--- config.mk ---
export PLATFORM = sky130hd
export DESIGN_NAME = fetch_sequencer
export DESIGN_NICKNAME = d
export VERILOG_FILES = /design/src/rtl/nano_pkg.sv /design/src/rtl/fetch_sequencer_counter.sv /design/src/rtl/fetch_sequencer.sv
export SDC_FILE = /design/constraint.sdc
export NUM_CORES = 1
export LEC_CHECK = 0
export CAP_MARGIN = 25
export CORE_UTILIZATION = 39
export CTS_CLUSTER_SIZE = 8
export DETAILED_ROUTE_END_ITERATION = 6
export GPL_TIMING_DRIVEN = 0
export PLACE_DENSITY = 0.77
export SETUP_SLACK_MARGIN = 0.15
export SYNTH_ARGS = -nofsm -noshare
export SYNTH_HDL_FRONTEND = slang
export SYNTH_HIERARCHICAL = 1
export SYNTH_SLANG_ARGS = --single-unit
--- constraint.sdc ---
create_clock -name clock -period 2.1 [get_ports clock]
set_input_delay 0.42 -clock clock [delete_from_list [all_inputs] [get_ports clock]]
set_output_delay 0.42 -clock clock [all_outputs]
set_load 0.05 [all_outputs]
--- src/rtl/nano_pkg.sv ---
// Shared definitions for the NanoProcessor fetch path: default widths and FSM state encoding.
package nano_pkg;

  localparam int unsigned DEF_ADDR_W = 4;
  localparam int unsigned DEF_DATA_W = 8;

  // Two-bit state encoding for the fetch FSM
  typedef enum logic [1:0] {
    ST_IDLE  = 2'd0,
    ST_FETCH = 2'd1,
    ST_EXEC  = 2'd2,
    ST_HALT  = 2'd3
  } state_t;

endpackage

--- src/rtl/fetch_sequencer_counter.sv ---
// Loadable up-counter used as the program counter; load has priority over count.
module counter #(
  parameter int unsigned N = 4
) (
  input  logic         clock,
  input  logic         areset,
  input  logic         sload,
  input  logic         count_enable,
  input  logic [N-1:0] data,
  output logic [N-1:0] q
);

  logic [N-1:0] r_q;

  // Counter register: async clear, synchronous load or increment (wraps mod 2^N)
  always_ff @(posedge clock or negedge areset) begin
    if (!areset) begin
      r_q <= '0;
    end else if (sload) begin
      r_q <= data;
    end else if (count_enable) begin
      r_q <= r_q + 1'b1;
    end
  end

  assign q = r_q;

endmodule

--- src/rtl/fetch_sequencer.sv ---
// Instruction-fetch controller: IDLE->FETCH->EXEC loop against a req/ready memory,
// owning the PC through a loadable counter, with jump, stall, halt/resume and wrap report.
module fetch_sequencer
  import nano_pkg::*;
#(
  parameter int unsigned ADDR_W = DEF_ADDR_W,
  parameter int unsigned DATA_W = DEF_DATA_W
) (
  input  logic              clock,
  input  logic              areset,
  input  logic              start,
  input  logic              halt_req,
  input  logic              stall,
  input  logic              jump_en,
  input  logic [ADDR_W-1:0] jump_target,
  input  logic              mem_ready,
  input  logic [DATA_W-1:0] mem_rdata,
  output logic              mem_req,
  output logic [ADDR_W-1:0] pc,
  output logic [DATA_W-1:0] instr,
  output logic              instr_valid,
  output logic              halted,
  output logic              wrap
);

  state_t            r_state;
  state_t            w_state_next;
  logic              w_sload;
  logic              w_count_en;
  logic              w_capture;
  logic [ADDR_W-1:0] w_pc;
  logic [DATA_W-1:0] r_instr;
  logic              r_instr_valid;
  logic              r_wrap;

  // PC lives in the counter; only the FSM's load/increment strobes touch it
  counter #(
    .N(ADDR_W)
  ) u_pc (
    .clock       (clock),
    .areset      (areset),
    .sload       (w_sload),
    .count_enable(w_count_en),
    .data        (jump_target),
    .q           (w_pc)
  );

  // State register
  always_ff @(posedge clock or negedge areset) begin
    if (!areset) begin
      r_state <= ST_IDLE;
    end else begin
      r_state <= w_state_next;
    end
  end

  // Next state and PC strobes; strobes only ever fire in an unstalled EXEC, never both at once
  always_comb begin
    w_state_next = r_state;
    w_sload      = 1'b0;
    w_count_en   = 1'b0;
    w_capture    = 1'b0;
    unique case (r_state)
      ST_IDLE: begin
        if (start) w_state_next = ST_FETCH;
      end
      ST_FETCH: begin
        if (mem_ready) begin
          w_capture    = 1'b1;
          w_state_next = ST_EXEC;
        end
      end
      ST_EXEC: begin
        if (!stall) begin
          w_sload      = jump_en;
          w_count_en   = ~jump_en;
          w_state_next = halt_req ? ST_HALT : ST_FETCH;
        end
      end
      ST_HALT: begin
        if (start) w_state_next = ST_FETCH;
      end
      default: w_state_next = ST_IDLE;
    endcase
  end

  // Instruction capture, valid pulse and wrap pulse (wrap only on an increment out of all-ones)
  always_ff @(posedge clock or negedge areset) begin
    if (!areset) begin
      r_instr       <= '0;
      r_instr_valid <= 1'b0;
      r_wrap        <= 1'b0;
    end else begin
      if (w_capture) r_instr <= mem_rdata;
      r_instr_valid <= w_capture;
      r_wrap        <= w_count_en & (&w_pc);
    end
  end

  assign mem_req     = (r_state == ST_FETCH);
  assign halted      = (r_state == ST_HALT);
  assign pc          = w_pc;
  assign instr       = r_instr;
  assign instr_valid = r_instr_valid;
  assign wrap        = r_wrap;

endmodule

==> summary.txt, run 1 <==
Power
  • Power Dens Cells: 1680 nW/um^2
  • IR drop worst, VDD: 0.799 mV
  • Pleak: 0.527 nW

Finish
  • P&R area growth vs syn: 55.0%
  • Diode count: 0
  • Final Util: 65.7%
  • Nets: 119
  • Fillers: 142
  • Layout cell share with drive strength beyond 1: 18.9%
  • Layout Cells excl Fill: 120

Timing
  • Clock skew: 1.76 ps
  • Slew @ Worst Pin: 695 ps
  • Final worst-path cycle share: 88.8%
  • Setup TNS: 0 ps
  • Hold slack final: 513 ps
  • RSZ-0062 raised after global routing: false
  • Max Clock Freq: 536 MHz
  • Slew margin rel.: 53.6%
  • Fin. max-slew vios: 0
  • Final Hold Violating Endpoints: 0
  • Final WS setup: 234 ps
  • Tmin final: 1870 ps
  • Final setup vio count: 0

Route
  • Via density: 4.66
  • DRT Pass-1 Iters: 2
  • First-iteration detailed-routing DRC count: 2
  • # DRC: 0
  • Vias: 559
  • ANT nets after route: 0
  • Avg WL per Cell: 12.1 um
  • Total length of routed wires: 1450 um

Setup path
  • CP cell instances: clkdlybuf4s50_1
  • Family with the most delay on the worst path: buffers and inverters
  • Critical Path Fanout Max: 2
  • CP endpoint kind: primary output
  • WP data required: 1680 ps
  • Arrival time at the worst endpoint: 1450 ps
  • Worst r2r path cells: 6
  • CP max stage delay: 810 ps
  • R2R Setup Slk: 380 ps
  • Nature of the critical path startpoint: flop
  • CP Class: reg2out
  • Slowest CP cell: clkdlybuf4s50_1
  • Crit Reg-Reg Endpoint: u_pc/q[3]
  • Buf/Inv on CP: 1
  • Worst reg2reg path startpoint: r_state[0]

GRT
  • First-pass GRT wire length: 2550 um
  • Vias in the first global route: 608
  • GR Overflow Total: 0
  • Gr usage total: 17.3%
  • Largest net degree at the start of global routing: 17
  • Initial antenna violation count: 0

Placed design
  • IO buf count: 34
  • Post-place setup slack: 98.2 ps
  • Cells after DPL: 116
  • Final RePlAce weighted congestion: 0.621
  • Final HPWL DP: 1120 um

CTS
  • Number of H-tree levels: 1
  • Clk slew on worst S/H paths: 100 ps
  • CTS root buffer: clkbuf_4
  • CTS tree: done
  • Clock sinks: 16
  • Clock Latency Late Sink: 280 ps
  • Clk buf depth: 2
  • CTS buffer count: 3
  • Post-CTS Setup Inserts: 0

Die
  • Die area: 2070 um^2
  • Die X: 45.5 um
  • Ports: 35
  • # rows: 15
  • DIE HEIGHT: 45.5 um
  • Initial Util: 42.4%
  • Core Region: 1750 um^2

Hold path
  • Hold WC Path Type: reg2reg
  • Hold path cells: 1
  • Hold Path End: instr[0]
  • Hold path startpoint: instr[0]

Outcome
  • Outcome: complete, no violations

Synth
  • Synth unique cells: 18
  • Post-synthesis sequential area ratio: 54.1%
  • Mapped cell area: 739 um^2
  • Post-Syn Instances: 57
  • Flops & latches, synth: 16
  • Syn Nets: 80
  • Total number of yosys warnings: 6
  • Syn Area/Cell: 13.0 um^2

Run
  • Number of max-cap violations: 0
[power by group]
group          switching [W]  internal (W)
registers           0.000101      0.000451
logic               0.000746      0.000430
clock network      0.0000968      0.000105
[worst max path at each step]
stage / depth (start not counted) / slack, ps / start / endpoint
after floorplan: 6 / 450 / r_state[0] / u_pc/q[3]
after global placement: 5 / 120 / stall / u_pc/q[3]
after detailed placement: 5 / 100 / stall / u_pc/q[3]
after CTS: 3 / 110 / r_state[1] / mem_req
after global routing: 1 / 180 / instr[0] / instr[0]
final: 1 / 230 / instr[0] / instr[0]
[state kept, by name (all words and copies together) (netlist names)]
name and flops:
instr 8, u_pc/q 4, r_state 2, instr_valid 1, wrap 1
[placed cells by master (no fill, tap or decap)]
cell / netlist / routed
nand2_2: 1 / 1
nand2_1: 5 / 5
mux2i_1: 3 / 3
mux2_2: 9 / 9
clkbuf_8: 0 / 1
xor2_1: 1 / 1
nor3b_4: 0 / 1
clkbuf_4: 0 / 3
nand4_2: 1 / 1
a21oi_1: 1 / 1
dlygate4sd2_1: 0 / 4
clkbuf_2: 0 / 1
o221ai_2: 1 / 1
clkdlybuf4s50_1: 0 / 28
inv_1: 5 / 5
nor2_1: 1 / 1
dlymetal6s2s_1: 0 / 1
ha_1: 4 / 4
and4_1: 1 / 1
o21ai_0: 3 / 3
xnor2_1: 2 / 2
and3b_1: 1 / 1
dfrtp_1: 16 / 16
and2_1: 1 / 1
[metrics by stage]
| stage | total power (W) | instance area (um^2) |
|---|---|---|
| 3_3_place_gp | 0.00175 | 1110 |
| 5_1_grt | 0.00205 | 1150 |
| 6_report | 0.00193 | 1150 |
| 2_1_floorplan | 0.00139 | 739 |
| 4_1_cts | 0.00195 | 1140 |
| 3_5_place_dp | 0.00178 | 1110 |
[area by class of cell]
| type | instances | area [um^2] | area share [%] |
|---|---|---|---|
| Timing Repair Buffer | 34 | 333 | 29.0 |
| Tap cell | 25 | 31.3 | 2.73 |
| Sequential cell | 16 | 400 | 34.9 |
| Multi-Input combinational cell | 36 | 327 | 28.5 |
| Clock buffer | 4 | 36.3 | 3.17 |
| Inverter | 5 | 18.8 | 1.64 |
[routing by layer]
metal	track usage (%)	vias up	wire length [um]
met5	0	-	0
met4	9.09	0	12
met3	3.17	2	104
met2	31.7	23	760
met1	18.6	263	577
li1	-	271	-
[cell families after synthesis]
group / after synthesis / share of synthesized area [%]
compound gates: 5 / 4.74
xor+xnor: 3 / 3.55
fa+ha+maj: 4 / 6.77
buf+inv: 5 / 2.54
flops: 16 / 54.1
mux: 12 / 17.8
simple gates: 12 / 10.5
[timing repair]
item,4_1_cts,5_1_grt
gates resized for setup,5,4
setup endpoints to repair,5,3
hold buffers,0,0
[synthesized netlist by cell type]
library cell	instances	area, um^2
xnor2_1	2	17.5
mux2i_1	3	30.0
dfrtp_1	16	400
nor2_1	1	3.75
nand2_1	5	18.8
and3b_1	1	8.76
inv_1	5	18.8
mux2_2	9	101
a21oi_1	1	5.00
xor2_1	1	8.76
and2_1	1	6.26
o21ai_0	3	15.0
nand2_2	1	6.26
nor3b_2	1	12.5
and4_1	1	8.76
ha_1	4	50.1
nand4_2	1	12.5
o221ai_2	1	15.0
Power figures use the tool's default switching activity.
==> run 2: changes to the inputs <==
--- a/config.mk
+++ b/config.mk
@@ -6,11 +6,12 @@
 export NUM_CORES = 1
 export LEC_CHECK = 0
 export CAP_MARGIN = 25
-export CORE_UTILIZATION = 39
+export CORE_ASPECT_RATIO = 1.5
+export CORE_UTILIZATION = 35
 export CTS_CLUSTER_SIZE = 8
 export DETAILED_ROUTE_END_ITERATION = 6
 export GPL_TIMING_DRIVEN = 0
-export PLACE_DENSITY = 0.77
+export PLACE_DENSITY = 0.73
 export SETUP_SLACK_MARGIN = 0.15
 export SYNTH_ARGS = -nofsm -noshare
 export SYNTH_HDL_FRONTEND = slang
==> constraint.sdc (replaced) <==
create_clock -name clock -period 1.7 [get_ports clock]
set_input_delay 0.34 -clock clock [delete_from_list [all_inputs] [get_ports clock]]
set_output_delay 0.34 -clock clock [all_outputs]
set_load 0.05 [all_outputs]
==> run 2 against run 1 <==
Sequential power increased by 26%. Combinational power increased by 26%. Die area up 11%. Critical endpoint is now pc[3].
==> summary.txt, run 2 (synthesis gave the netlist of run 1 again) <==
GRT
  • Gr usage total: 14.9%
  • First-pass GRT wire length: 2380 um
  • Initial antenna violation count: 0
  • GR Overflow Total: 0
  • Largest net degree at the start of global routing: 17
  • Vias in the first global route: 584

Route
  • DRT Pass-1 Iters: 4
  • Via density: 4.87
  • # DRC: 0
  • ANT nets after route: 0
  • First-iteration detailed-routing DRC count: 2
  • Avg WL per Cell: 11.9 um
  • Vias: 589
  • Total length of routed wires: 1440 um

Finish
  • Nets: 123
  • P&R area growth vs syn: 61.3%
  • Most common cell after layout, fill and taps aside: clkdlybuf4s50_1
  • Layout cell share with drive strength beyond 1: 30.3%
  • Layout Cells excl Fill: 121
  • Diode count: 0
  • Max reg flops: 8
  • Fillers: 205
  • Design Area, Final: 1190 um^2
  • Commonest non-fill, non-tap cells in the layout: 18 x clkdlybuf4s50_1, 15 x dfrtp_1, 11 x dlygate4sd2_1

Power
  • IR drop worst, VDD: 1.10 mV
  • Pleak: 0.551 nW
  • Power Dens Cells: 2030 nW/um^2
  • Total power draw: 0.00242 W

Timing
  • Slew margin rel.: 54.1%
  • Setup TNS: 0 ps
  • Clock skew: 3.18 ps
  • Fin. max-slew vios: 0
  • Max Clock Freq: 650 MHz
  • Slew @ Worst Pin: 686 ps
  • RSZ-0062 raised after global routing: true
  • Tmin final: 1540 ps
  • Final setup vio count: 0
  • Final Hold Violating Endpoints: 0
  • Final worst-path cycle share: 90.5%

CTS
  • CTS Hold Bufs: 0
  • CTS tree: done
  • Clock sinks: 16
  • Clock Latency Late Sink: 270 ps
  • CTS root buffer: clkbuf_4
  • Clk slew on worst S/H paths: 90 ps
  • CTS buffer count: 3
  • Clk buf depth: 2
  • Number of H-tree levels: 1

Run
  • Number of max-cap violations: 0

Die
  • # rows: 20
  • Ports: 35
  • Die X: 39.5 um
  • Core Region: 2000 um^2
  • Die area: 2300 um^2
  • DIE HEIGHT: 58.3 um
  • Initial Util: 36.9%

Setup path
  • Nature of the critical path startpoint: flop
  • Family with the most delay on the worst path: buffers and inverters
  • Critical Path Fanout Max: 3
  • CP cell instances: dlygate4sd2_1
  • Slowest CP cell: dlygate4sd2_1
  • CP max stage delay: 540 ps
  • CP endpoint kind: primary output
  • Buf/Inv on CP: 1
  • R2R Setup Slk: 170 ps
  • CP Class: reg2out
  • WP data required: 1360 ps
  • Arrival time at the worst endpoint: 1200 ps

Placed design
  • Final RePlAce weighted congestion: 0.668
  • Final HPWL DP: 1120 um
  • IO buf count: 34
  • Dpl cell area: 1120 um^2
  • Cells after DPL: 113

Hold path
  • Hold WC Path Type: in2async

Outcome
  • Outcome: complete, no violations
## run 2: timing repair
action                     CTS  global route
setup buffers                2             2
resized for setup           30             9
pin swaps                    0             1
setup endpoints to repair   18             6
## run 2: per-layer routing
metal / global-route usage, % / vias up / part of all wire (%)
met2: 24.1 / 22 / 55
li1: - / 282 / -
met3: 3.02 / 2 / 6.3
met5: 0 / - / 0
met1: 18.1 / 283 / 37
met4: 7.39 / 0 / 1.3
## run 2: layout make-up
| type | instances | area (um^2) | share of cell area, % |
|---|---|---|---|
| Clock buffer | 4 | 36.3 | 3.04 |
| Inverter | 5 | 18.8 | 1.57 |
| Multi-Input combinational cell | 36 | 352 | 29.5 |
| Timing Repair Buffer | 38 | 357 | 29.9 |
| Sequential cell | 16 | 402 | 33.7 |
| Tap cell | 22 | 27.5 | 2.31 |
## run 2: final timing paths
kind	from	end	depth (start not counted)
max	u_pc/q[3]	pc[3]	1
min	areset	instr_valid	1
max reg2reg	r_state[0]	u_pc/q[3]	6
min reg2reg	instr[2]	instr[2]	1
max in group asynchronous	areset	r_state[0]	1
min in group clock	instr[2]	instr[2]	1
## run 2: per-stage QoR
| step | hold slack (ps) | worst slack [ps] | utilization (%) |
|---|---|---|---|
| floorplan | 44.4 | 94.8 | - |
| global placement | 486 | -125 | 55.8 |
| detailed placement | 499 | -140 | 55.8 |
| CTS | 509 | 79.3 | 57.3 |
| global route | 521 | 106 | 59.6 |
| finish | 477 | 161 | 59.6 |
## run 2: worst reg2reg max path: cells and delay by family (launching register included)
family,cells,cell delay (ps)
simple gates,2,340
fa+ha+maj,1,150
buf+inv,1,90
mux,1,250
xor+xnor,1,140
flops,1,450
## run 2: where the power goes
group          internal [W]  leakage (nW)  total [W]  switching (W)
clock              0.000130        0.0210   0.000237       0.000107
sequential         0.000559         0.193   0.000693       0.000134
combinational      0.000542         0.338    0.00149       0.000949
total               0.00123         0.551    0.00242        0.00119
==> run 3: changes to the inputs <==
--- a/config.mk
+++ b/config.mk
@@ -12,7 +12,6 @@
 export DETAILED_ROUTE_END_ITERATION = 6
 export GPL_TIMING_DRIVEN = 0
 export PLACE_DENSITY = 0.73
-export SETUP_SLACK_MARGIN = 0.15
 export SYNTH_ARGS = -nofsm -noshare
 export SYNTH_HDL_FRONTEND = slang
 export SYNTH_HIERARCHICAL = 1
==> run 3 against run 2 <==
First-iteration DRC count rose to 8.5 times the previous value. Clock power up 4%. Die area unchanged. Sequential share of layout area up 1.7 points. Final area down 5.0%. Clock skew up 0.97 ps. Global-route usage down 1.1 points. Sequential power down 2%. Register-to-register slack worse by 60 ps. Largest power group unchanged. Worst setup slack worse by 87 ps.
==> summary.txt, run 3 (synthesis gave the netlist of run 1 again) <==
CTS
  • CTS buffer count: 3
  • CTS Hold Bufs: 0
  • Clk buf depth: 2
  • Number of H-tree levels: 1
  • CTS root buffer: clkbuf_4
  • CTS tree: done
  • Clock Latency Late Sink: 280 ps
  • Clk slew on worst S/H paths: 90 ps
  • Clock sinks: 16

Timing
  • Final worst-path cycle share: 95.7%
  • Hold slack final: 469 ps
  • Clock skew: 4.15 ps
  • Final setup vio count: 0
  • Final Hold Violating Endpoints: 0
  • Max Clock Freq: 615 MHz
  • Slew @ Worst Pin: 690 ps
  • RSZ-0062 raised after global routing: false
  • Slew margin rel.: 53.9%
  • Fin. max-slew vios: 0
  • Tmin final: 1630 ps

Die
  • Core Region: 2000 um^2
  • Die area: 2300 um^2
  • # rows: 20
  • Initial Util: 36.9%
  • Ports: 35
  • Die X: 39.5 um
  • DIE HEIGHT: 58.3 um

GRT
  • Largest net degree at the start of global routing: 17
  • Gr usage total: 13.8%
  • Initial antenna violation count: 0
  • GR Overflow Total: 0
  • Vias in the first global route: 535
  • First-pass GRT wire length: 2170 um

Finish
  • Sequential Area: 400 um^2
  • P&R area growth vs syn: 53.1%
  • Layout cell share with drive strength beyond 1: 20.8%
  • Fillers: 203
  • Max reg flops: 8
  • Diode count: 0
  • Most common cell after layout, fill and taps aside: clkdlybuf4s50_1
  • Nets: 120
  • Multi-input logic area: 327 um^2
  • Commonest non-fill, non-tap cells in the layout: 18 x clkdlybuf4s50_1, 16 x dfrtp_1, 14 x dlygate4sd2_1

Power
  • IR drop worst, VDD: 0.919 mV
  • Power Dens Cells: 2030 nW/um^2
  • Pleak: 0.543 nW
  • Total power draw: 0.00230 W

Route
  • ANT nets after route: 0
  • Vias: 576
  • Total length of routed wires: 1430 um
  • Via density: 4.88
  • DRT Pass-1 Iters: 3
  • Avg WL per Cell: 12.1 um
  • First-iteration detailed-routing DRC count: 17
  • # DRC: 0

Setup path
  • CP max stage delay: 550 ps
  • CP cell instances: dlygate4sd2_1
  • R2R Setup Slk: 110 ps
  • Critical Path Fanout Max: 5
  • CP endpoint kind: primary output
  • Worst reg2reg path startpoint: r_state[0]
  • Family with the most delay on the worst path: buffers and inverters
  • Arrival time at the worst endpoint: 1290 ps
  • WP data required: 1360 ps
  • Worst r2r path cells: 6
  • Nature of the critical path startpoint: flop
  • Crit Reg-Reg Endpoint: u_pc/q[3]
  • CP Class: reg2out
  • Slowest CP cell: dlygate4sd2_1
  • Buf/Inv on CP: 1

Placed design
  • IO buf count: 34
  • Final RePlAce weighted congestion: 0.607
  • Final HPWL DP: 1130 um

Outcome
  • Outcome: complete, no violations

Run
  • Number of max-cap violations: 0

Hold path
  • Hold WC Path Type: in2async
run 3: changes by cell type in the layout (fill, tap and decap cells not counted), sizes merged:
cell	change
buf	-5
clkbuf	+2
clkdlybuf4s15	-3
dlygate4sd2	+3
run 3: what timing repair did:
action,4_1_cts,5_1_grt
buffers inserted,1,0
gates resized for setup,21,3
endpoints found under the hold margin,0,0
endpoints found under the setup margin,17,2
run 3: metrics by stage:
step	area (um^2)	utilization (%)	instances	TNS [ps]	setup WS, ps
3_5_place_dp	1110	55.3	113	-359	-196
4_1_cts	1130	56.6	118	0	12.1
2_1_floorplan	739	-	57	0	51.1
3_3_place_gp	1110	55.3	113	-357	-204
6_report	1130	56.6	118	0	73.6
5_1_grt	1130	56.6	118	0	2.82
run 3: per-layer routing:
| metal | track usage [%] | vias up | share of wire [%] |
|---|---|---|---|
| met5 | 0 | - | 0 |
| met1 | 14.8 | 282 | 37 |
| li1 | - | 271 | - |
| met2 | 23.2 | 21 | 55 |
| met3 | 2.64 | 2 | 7.1 |
| met4 | 8.87 | 0 | 1.3 |
run 3: final cells by class:
type                       instances  area share [%]
clock buffer                       4            3.20
inverter                           5            1.66
multi-input combinational         36            28.8
sequential                        16            35.4
tap                               22            2.43
timing repair buffer              35            28.5
run 3: power breakdown:
part	switching, W	leakage, nW	total [W]	internal [W]
Clock	0.000116	0.0210	0.000246	0.000130
Combinational	0.000918	0.328	0.00137	0.000456
Sequential	0.000122	0.193	0.000679	0.000557
Total	0.00116	0.543	0.00230	0.00114
run 3: worst max-delay path by stage:
| stage | endpoint | cells past startpoint | from | slack, ps |
|---|---|---|---|---|
| global placement | u_pc/q[3] | 5 | stall | -200 |
| floorplan | u_pc/q[3] | 6 | r_state[0] | 50 |
| detailed placement | u_pc/q[3] | 5 | stall | -200 |
| CTS | halted | 2 | r_state[0] | 10 |
| global route | u_pc/q[3] | 6 | r_state[0] | 3 |
| finish | pc[0] | 1 | u_pc/q[0] | 70 |
